==> config.mk <==
export PLATFORM = sky130hd
export DESIGN_NAME = wb_write_arbiter
export DESIGN_NICKNAME = d
export VERILOG_FILES = /design/src/rtl/wb_write_arbiter_pkg.sv /design/src/rtl/wb_write_arbiter_fifo.sv /design/src/rtl/wb_write_arbiter.sv
export SDC_FILE = /design/constraint.sdc
export NUM_CORES = 1
export LEC_CHECK = 0
export BUFFER_PORTS_ARGS = -buffer_cell sky130_fd_sc_hd__buf_2
export CAP_MARGIN = 20
export CORE_MARGIN = 1.5
export CORE_UTILIZATION = 48
export DETAILED_ROUTE_END_ITERATION = 10
export GPL_ROUTABILITY_DRIVEN = 0
export GPL_TIMING_DRIVEN = 0
export PLACE_DENSITY = 0.7
export REMOVE_ABC_BUFFERS = 1
export SYNTH_ARGS = -nofsm -noshare
export SYNTH_HDL_FRONTEND = slang
export SYNTH_SLANG_ARGS = --single-unit
==> constraint.sdc <==
create_clock -name clk -period 3.4 [get_ports clk]
set_input_delay 0.34 -clock clk [delete_from_list [all_inputs] [get_ports clk]]
set_output_delay 0.34 -clock clk [all_outputs]
set_load 0.02 [all_outputs]
==> src/rtl/wb_write_arbiter_pkg.sv <==
// Shared constants and the write-back request type used by the ALU channel,
// the LSU channel and the LSU result FIFO entries.
package wb_write_arbiter_pkg;

  localparam int REG_ADDR_W = 5;
  localparam int XLEN       = 32;
  localparam int NUM_REGS   = 32;

  // One register-file write: destination plus data.
  typedef struct packed {
    logic [REG_ADDR_W-1:0] rd;
    logic [XLEN-1:0]       data;
  } wb_req_t;

  localparam int WB_REQ_W = $bits(wb_req_t);

endpackage

==> src/rtl/wb_write_arbiter_fifo.sv <==
// Small synchronous FIFO holding LSU results until they win the write slot.
// The head entry is read combinationally so the arbiter can forward it in the
// same cycle it is popped; the write-back register adds the output latency.
module wb_result_fifo
  import wb_write_arbiter_pkg::*;
#(
  parameter int DEPTH = 4
) (
  input  logic                   clk,
  input  logic                   rst,
  input  logic                   push,
  input  wb_req_t                push_data,
  input  logic                   pop,
  output wb_req_t                head,
  output logic                   full,
  output logic                   empty,
  output logic [$clog2(DEPTH):0] count
);

  localparam int AW = $clog2(DEPTH);
  localparam int CW = AW + 1;

  wb_req_t         mem_q [DEPTH];
  logic [AW-1:0]   wr_ptr_q, wr_ptr_d;
  logic [AW-1:0]   rd_ptr_q, rd_ptr_d;
  logic [CW-1:0]   count_q, count_d;
  logic            do_push;
  logic            do_pop;

  assign full    = (count_q == CW'(DEPTH));
  assign empty   = (count_q == '0);
  assign count   = count_q;
  assign head    = mem_q[rd_ptr_q];

  // A push is refused when full even if a pop happens in the same cycle.
  assign do_push = push && !full;
  assign do_pop  = pop && !empty;

  // Pointer and occupancy next-state; pointers wrap naturally at DEPTH.
  always_comb begin
    wr_ptr_d = wr_ptr_q;
    rd_ptr_d = rd_ptr_q;
    count_d  = count_q;
    if (do_push) wr_ptr_d = wr_ptr_q + AW'(1);
    if (do_pop)  rd_ptr_d = rd_ptr_q + AW'(1);
    if (do_push && !do_pop) count_d = count_q + CW'(1);
    if (do_pop && !do_push) count_d = count_q - CW'(1);
  end

  // Storage array: no reset, contents are only meaningful below count_q.
  always_ff @(posedge clk) begin
    if (do_push) mem_q[wr_ptr_q] <= push_data;
  end

  // Pointer and count registers.
  always_ff @(posedge clk) begin
    if (rst) begin
      wr_ptr_q <= '0;
      rd_ptr_q <= '0;
      count_q  <= '0;
    end else begin
      wr_ptr_q <= wr_ptr_d;
      rd_ptr_q <= rd_ptr_d;
      count_q  <= count_d;
    end
  end

endmodule

==> src/rtl/wb_write_arbiter.sv <==
// Register-file write-port driver: merges single-cycle ALU results with
// buffered LSU results into one registered write per cycle, guards the LSU
// queue against starvation, and tracks pending writes per register.
module wb_write_arbiter
  import wb_write_arbiter_pkg::*;
#(
  parameter int DEPTH        = 4,
  parameter int STARVE_LIMIT = 3
) (
  input  logic                   clk,
  input  logic                   rst,
  input  logic                   issue_valid,
  input  logic [REG_ADDR_W-1:0]  issue_rd,
  input  logic                   alu_valid,
  input  logic [REG_ADDR_W-1:0]  alu_rd,
  input  logic [XLEN-1:0]        alu_data,
  output logic                   alu_ready,
  input  logic                   lsu_valid,
  input  logic [REG_ADDR_W-1:0]  lsu_rd,
  input  logic [XLEN-1:0]        lsu_data,
  output logic                   lsu_ready,
  output logic                   reg_write,
  output logic [REG_ADDR_W-1:0]  wb_rd,
  output logic [XLEN-1:0]        wb_data,
  output logic [NUM_REGS-1:0]    busy,
  output logic [$clog2(DEPTH):0] fifo_count
);

  localparam int SW = (STARVE_LIMIT < 1) ? 1 : $clog2(STARVE_LIMIT + 1);

  wb_req_t                alu_req, lsu_req, head, win_req;
  logic                   fifo_full, fifo_empty, fifo_push, fifo_pop;
  logic                   force_fifo, alu_win, win_valid, win_we;
  logic [SW-1:0]          starve_q, starve_d;
  logic                   reg_write_q;
  logic [REG_ADDR_W-1:0]  wb_rd_q;
  logic [XLEN-1:0]        wb_data_q;
  logic [NUM_REGS-1:0]    busy_q, busy_d;

  assign alu_req = '{rd: alu_rd, data: alu_data};
  assign lsu_req = '{rd: lsu_rd, data: lsu_data};

  // x0 loads are accepted but never occupy a FIFO slot.
  assign lsu_ready = !fifo_full;
  assign fifo_push = lsu_valid && lsu_ready && (lsu_rd != '0);

  // The FIFO is forced through once it has lost STARVE_LIMIT times in a row.
  assign force_fifo = (starve_q == SW'(STARVE_LIMIT)) && !fifo_empty;
  assign alu_ready  = !force_fifo;
  assign alu_win    = alu_valid && !force_fifo;
  assign fifo_pop   = !fifo_empty && !alu_win;
  assign win_valid  = alu_win || fifo_pop;
  assign win_req    = alu_win ? alu_req : head;
  assign win_we     = win_valid && (win_req.rd != '0);

  wb_result_fifo #(.DEPTH(DEPTH)) u_fifo (
    .clk       (clk),
    .rst       (rst),
    .push      (fifo_push),
    .push_data (lsu_req),
    .pop       (fifo_pop),
    .head      (head),
    .full      (fifo_full),
    .empty     (fifo_empty),
    .count     (fifo_count)
  );

  // Starve counter: counts consecutive ALU wins over a waiting FIFO.
  always_comb begin
    starve_d = starve_q;
    if (fifo_empty || fifo_pop)
      starve_d = '0;
    else if (alu_win && (starve_q != SW'(STARVE_LIMIT)))
      starve_d = starve_q + SW'(1);
  end

  // Per-register pending bits; a new issue beats a same-cycle retirement.
  genvar gi;
  generate
    for (gi = 0; gi < NUM_REGS; gi++) begin : g_busy
      if (gi == 0) begin : g_x0
        assign busy_d[gi] = 1'b0;
      end else begin : g_xn
        assign busy_d[gi] = (issue_valid && (issue_rd == REG_ADDR_W'(gi))) ||
                            (busy_q[gi] && !(reg_write_q && (wb_rd_q == REG_ADDR_W'(gi))));
      end
    end
  endgenerate

  // Write-back register stage, starve counter and scoreboard state.
  always_ff @(posedge clk) begin
    if (rst) begin
      reg_write_q <= 1'b0;
      wb_rd_q     <= '0;
      wb_data_q   <= '0;
      starve_q    <= '0;
      busy_q      <= '0;
    end else begin
      reg_write_q <= win_we;
      if (win_we) begin
        wb_rd_q   <= win_req.rd;
        wb_data_q <= win_req.data;
      end
      starve_q    <= starve_d;
      busy_q      <= busy_d;
    end
  end

  assign reg_write = reg_write_q;
  assign wb_rd     = wb_rd_q;
  assign wb_data   = wb_data_q;
  assign busy      = busy_q;

endmodule

Word level (Yosys, flattened, before mapping)
Memories as Yosys holds them, arrays and structs flattened. A register that Yosys moved wholly into a read port is not among the register bits.
Index checks and enable logic that the tools add are counted.
{ "totals": {"inputBits": 84, "ramBits": 148, "reg_bits": 79, "n_memories": 1, "wordCells": 266} }
{ "memory_table": {"columns": ["name", "depth", "width", "read_ports", "rd_ports_with_merged_regs", "wr", "line_no", "text"], "rows": [
  ["u_fifo.mem_q", 4, 37, 1, 1, 1, "wb_write_arbiter_fifo.sv:23", "wb_req_t mem_q [DEPTH];"]
]} }
{ "op_classes": {"reduce_logical": 179, "muxes": 7, "eq_ne": 65, "n_addsub": 5} }
{ "ops": {"columns": ["cell", "count"], "rows": [
  ["$eq 5x5->1 const B", 32],
  ["$logic_and 1x1->1", 104],
  ["$eq 5x4->1 const B", 16],
  ["$eq 5x3->1 const B", 8],
  ["$logic_not 1->1", 37],
  ["$mux 37", 1],
  ["$logic_or 1x1->1", 33],
  ["$eq 5x2->1 const B", 4],
  ["$eq 5x1->1 const B", 2],
  ["$reduce_bool 5->1", 2],
  ["$add 2x1->2 const B", 3],
  ["$mux 3", 2],
  ["$mux 2", 2],
  ["$add 3x1->3 const B", 1],
  ["$eq 3x3->1 const B", 1],
  ["$logic_not 3->1", 1],
  ["$sub 3x1->3 const B", 1],
  ["$eq 2x2->1 const B", 1],
  ["$mux 1", 2],
  ["$ne 2x2->1 const B", 1],
  ["$reduce_bool 2->1", 1],
  ["$reduce_or 2->1", 1]
]} }

Longest topological paths before layout
{ "logic_depth": {"ltp_word": 12, "depth_mapped": 9} }

By module
A second synthesis with hierarchy kept.
{ "unflattened": {"cells_unflattened": 684, "area_unflattened_um2": 9524.1} }
{ "modules_own_cells": {"columns": ["mod", "cells_per_inst", "area_each_um2", "n_inst", "seq_area_each_um2"], "rows": [
  ["wb_result_fifo", 247, 5866.9, 1, 4624.4],
  ["wb_write_arbiter", 437, 3657.3, 1, 1421.4]
]} }

Worst setup path before layout
Ideal clock, no wire load.
{ "synth_path": {"path_type": "register to register", "start": "reg u_fifo.count_q[2], in the netlist u_fifo.count[2]", "end": "reg u_fifo.count_q[2], in the netlist u_fifo.count[2]", "setup_time_ps": 70, "path_slack_ps": 831, "path_stages_with_launch": 10, "arrival_ps": 2498, "period_less_slack_ps": 2569, "path_cell_list": "dfxtp_1 -> or3b_2 -> o211a_1 -> inv_1 -> ha_1 -> inv_1 -> fa_1 -> xor2_1 -> or3_1 -> a21oi_1"} }
{ "synth_lines": {"columns": ["item", "line_no", "text"], "rows": [
  ["from (decl)", "wb_write_arbiter_fifo.sv:26", "logic [CW-1:0] count_q, count_d;"],
  ["from (signal assigned)", "wb_write_arbiter_fifo.sv:64", "count_q <= count_d;"],
  ["$eq 3x3->1 *", "wb_write_arbiter_fifo.sv:30", "assign full = (count_q == CW'(DEPTH));"],
  ["$logic_not 1->1 *", "wb_write_arbiter.sv:44", "assign lsu_ready = !fifo_full;"],
  ["via lsu_ready", "wb_write_arbiter.sv:21", "output logic lsu_ready,"],
  ["$logic_and 1x1->1 (2 in series)", "wb_write_arbiter.sv:45", "assign fifo_push = lsu_valid && lsu_ready && (lsu_rd != '0);"],
  ["$logic_and 1x1->1 *", "wb_write_arbiter_fifo.sv:36", "assign do_push = push && !full;"],
  ["$logic_not 1->1", "wb_write_arbiter_fifo.sv:47", "if (do_pop && !do_push) count_d = count_q - CW'(1);"],
  ["$logic_and 1x1->1", "wb_write_arbiter_fifo.sv:47", null],
  ["$mux 3 / $reduce_bool 2->1 (equally long branches)", null, null]
]} }
The timed path passes the listed nets; every way through them passes the cells marked *. The select of a mux whose other input is x is not followed.
A chain may end at the register's enable or synchronous reset.

Worst setup path after layout
{ "layout_path": {"start": "reg u_fifo.count_q[0], in the netlist u_fifo.count[0]", "end": "reg wb_data_q[0], in the netlist wb_data[0]"} }
{ "layout_between": {"elab_chain_cells": 9} }
{ "layout_rtl": {"columns": ["item", "line_no", "text"], "rows": [
  ["$logic_not 3->1 *", "wb_write_arbiter_fifo.sv:31", "assign empty = (count_q == '0);"],
  ["$logic_not 1->1 *", "wb_write_arbiter.sv:48, wb_write_arbiter.sv:51", null],
  ["branches (longest 7 deep; another with $mux 37)", null, null],
  ["to (signal assigned)", "wb_write_arbiter.sv:102", "wb_data_q <= win_req.data;"],
  ["to (decl)", "wb_write_arbiter.sv:37", "logic [XLEN-1:0] wb_data_q;"]
]} }
Mark *: on every way between the ends.

==> flow_metrics.tcl <==
set metrics [dict create \
    outcome "complete, no violations" \
    critPathKind "flip-flop to flip-flop" \
    path_cells "o31a_2 > clkinv_1 > a2111o_1 > buf_16 > a22o_4 > a211oi_1" \
    end_kind "flip-flop" \
    leakagePower_nw 4.18 \
    p_per_area_nw_per_um2 752 \
    peakVddDrop_uv 463 \
    dp_hpwl_um 14700 \
    row_count 50 \
    port-buffer-count 157 \
    seq_area_frac_synth_pct 64.3 \
    syn_area_per_cell_um2 14.8 \
    worstMarginPinSlew_ps 870 \
    synth.mux.area_fraction_pct 12.3 \
    synthXorXnorAreaFrac_pct 0.466 \
    hp-class "primary input to flip-flop" \
    vias_per_cell 5.96 \
    die_width_um 143 \
    synth_top_area_share_pct 47.3 \
    critPathMaxStageDelay_ps 850 \
    synth_common_cells "148 x edfxtp_1, 80 x dfxtp_1, 38 x o21ai_0, 37 x mux4_2, 35 x a21oi_1" \
    clk_latency_ps 500 \
    drive_gt1_share_pct 36.5 \
    ys_seq_elements 228 \
    synthSimpleGateAreaFrac_pct 6.03 \
    slew_violations 0 \
    synth_ff_type "edfxtp_1" \
    fillers 1432 \
    root_buffer "clkbuf_16" \
    fmax_mhz 317 \
    cts.clk_slew.worst_paths_ps 60 \
    fin_skew_ps 10.9 \
    synth_top_family_by_area "compound AO/OA/AOI/OAI gates" \
    vias 6349 \
    antenna_found_initial 2 \
    numCtsBuffers 24 \
    fin_util_pct 60.5 \
    cts_tree "yes" \
    grtUsageTotal_pct 21.3 \
    yosys.cell_count.top_type "edfxtp_1" \
    crit_arrival_ps 3560 \
    final_hold_viol_count 0 \
    synth_compound_area_share_pct 13.2 \
    synth_area_leaders "edfxtp_1 47%, dfxtp_1 17%, mux4_2 8.9%, a211oi_2 4.0%, mux2i_1 3.4%" \
    dr.pass1.iters 5 \
    synthToLayoutAreaGrowth_pct 22.0 \
    timing.final.crit_share_pct 92.8 \
    synth_edf_count 148 \
    place_ws_ps 31.6 \
    die_h_um 143 \
    synth_fa_ha_area_share_pct 1.01 \
    rsz0062_at_grt "no" \
    multi_input_area_um2 3120 \
    ys_types 55 \
    nets 876 \
    grt_pass1_vias 6351 \
    cp.required_ps 3810 \
    async_flop_share_pct 0 \
    setup_viol 0 \
    synth_cells 637 \
    wl_per_cell_um 20.4 \
    grt_pass1_wl_um 33800 \
    wirelength_um 21800 \
    core_um2 19000 \
    max_slew_margin_pct 42.0 \
    cp-start-kind "flip-flop" \
    setup_slack_ps 244 \
    drt-initial-drc-count 686 \
    period_needed_ps 3160 \
    ant_nets 0 \
    ioPinCount 159 \
    start_util_pct 49.6 \
    die_area_um2 20400 \
    grt.overflow.total 0 \
    cp_max_fo 33 \
    yosys_warnings 0 \
    tns_ps 0 \
    grt_max_degree 52 \
    yosys.area.top_type "edfxtp_1" \
    drcViolationCount 0 \
    maxCapViolCount 0 \
    seqCellArea_um2 6050 \
    clock_sinks 228 \
    synth_area_um2 9400 \
    clock_path_buffers 3 \
    htree_levels 1 \
    critPathSlowestCell "a2111o_1" \
]
[critical path: cells and delay by family, from the launching register on]
kind | cells | cell delay (ps)
compound gates | 4 | 1830
buf+inv | 2 | 720
flops | 1 | 470
[flip-flops by register name, indices dropped and copies added, names as in the netlist, named ones only]
signal           cells
wb_data             32
reg_write            1
u_fifo.rd_ptr_q      2
busy                31
u_fifo.mem_q       148
u_fifo.count         3
starve_q             2
wb_rd                5
u_fifo.wr_ptr_q      2
[layout make-up]
| cell class | count | share of cell area, % |
|---|---|---|
| inverters | 9 | 0.295 |
| well taps | 260 | 2.84 |
| flip-flops and latches | 228 | 52.8 |
| diodes | 2 | 0.0437 |
| multi-input cells | 352 | 27.2 |
| clock inverters | 10 | 0.884 |
| clock buffers | 34 | 6.65 |
| repair buffers | 170 | 9.28 |
[cell usage in the layout, fill, tap and decap left out, drive strengths merged, types with 6 or more instances in the layout]
cell    count
a221oi     32
mux2i      32
o21ai      38
edfxtp    148
nand2b      9
clkbuf     35
buf       169
clkinv      8
nand2      34
a211oi     35
a21oi      35
ha          6
nand3      15
inv         9
nor2b       7
mux4       37
nor2       13
dfxtp      80
[metal layers]
layer,wire (µm),share of wire (%),track usage (%),vias up
li1,-,-,-,2815
met2,10700,49,37.2,328
met3,1740,8.0,4.33,63
met1,8630,40,26.4,3141
met4,661,3.0,7.49,2
met5,12,0.055,0,-
[final timing paths]
path / from / to / slack [ps] / cells after the start
min: lsu_data[23] / u_fifo.mem_q[2][23] / 50 / 1
max: u_fifo.count[0] / wb_data[0] / 240 / 6
max reg2reg: u_fifo.count[0] / wb_data[0] / 240 / 6
min reg2reg: starve_q[0] / starve_q[0] / 450 / 1
[power breakdown]
part	internal [mW]	switching, mW
registers	3.34	0.272
logic	0.994	1.27
clock network	1.71	1.03
total	6.05	2.58
[repair_timing]
| item | 4_1_cts | 5_1_grt |
|---|---|---|
| setup buffers | 0 | 1 |
| gates resized for setup | 0 | 0 |
| hold buffers | 0 | 0 |
| endpoints found under the setup margin | 0 | 33 |
[through the flow]
stage | instance area [µm²] | total power [mW] | std cells | hold slack, ps
final | 11500 | 8.62 | 1065 | 50.5
after detailed placement | 10600 | 5.89 | 1017 | 431
after floorplan | 9180 | 5.07 | 589 | 405
after global placement | 10300 | 5.71 | 1006 | 416
after CTS | 11400 | 8.65 | 1061 | 28.2
after global routing | 11500 | 8.98 | 1063 | 40.4
[kinds of logic (layout without fill, tap and decap cells)]
group / after synthesis / in the layout
compound gates: 160 / 160
xor+xnor: 5 / 5
fa+ha+maj: 7 / 7
buf+inv: 57 / 223
flops: 228 / 228
mux: 69 / 69
other cells: 1 / 3
simple gates: 110 / 110
No activity file was read; power rests on OpenSTA's default activity.
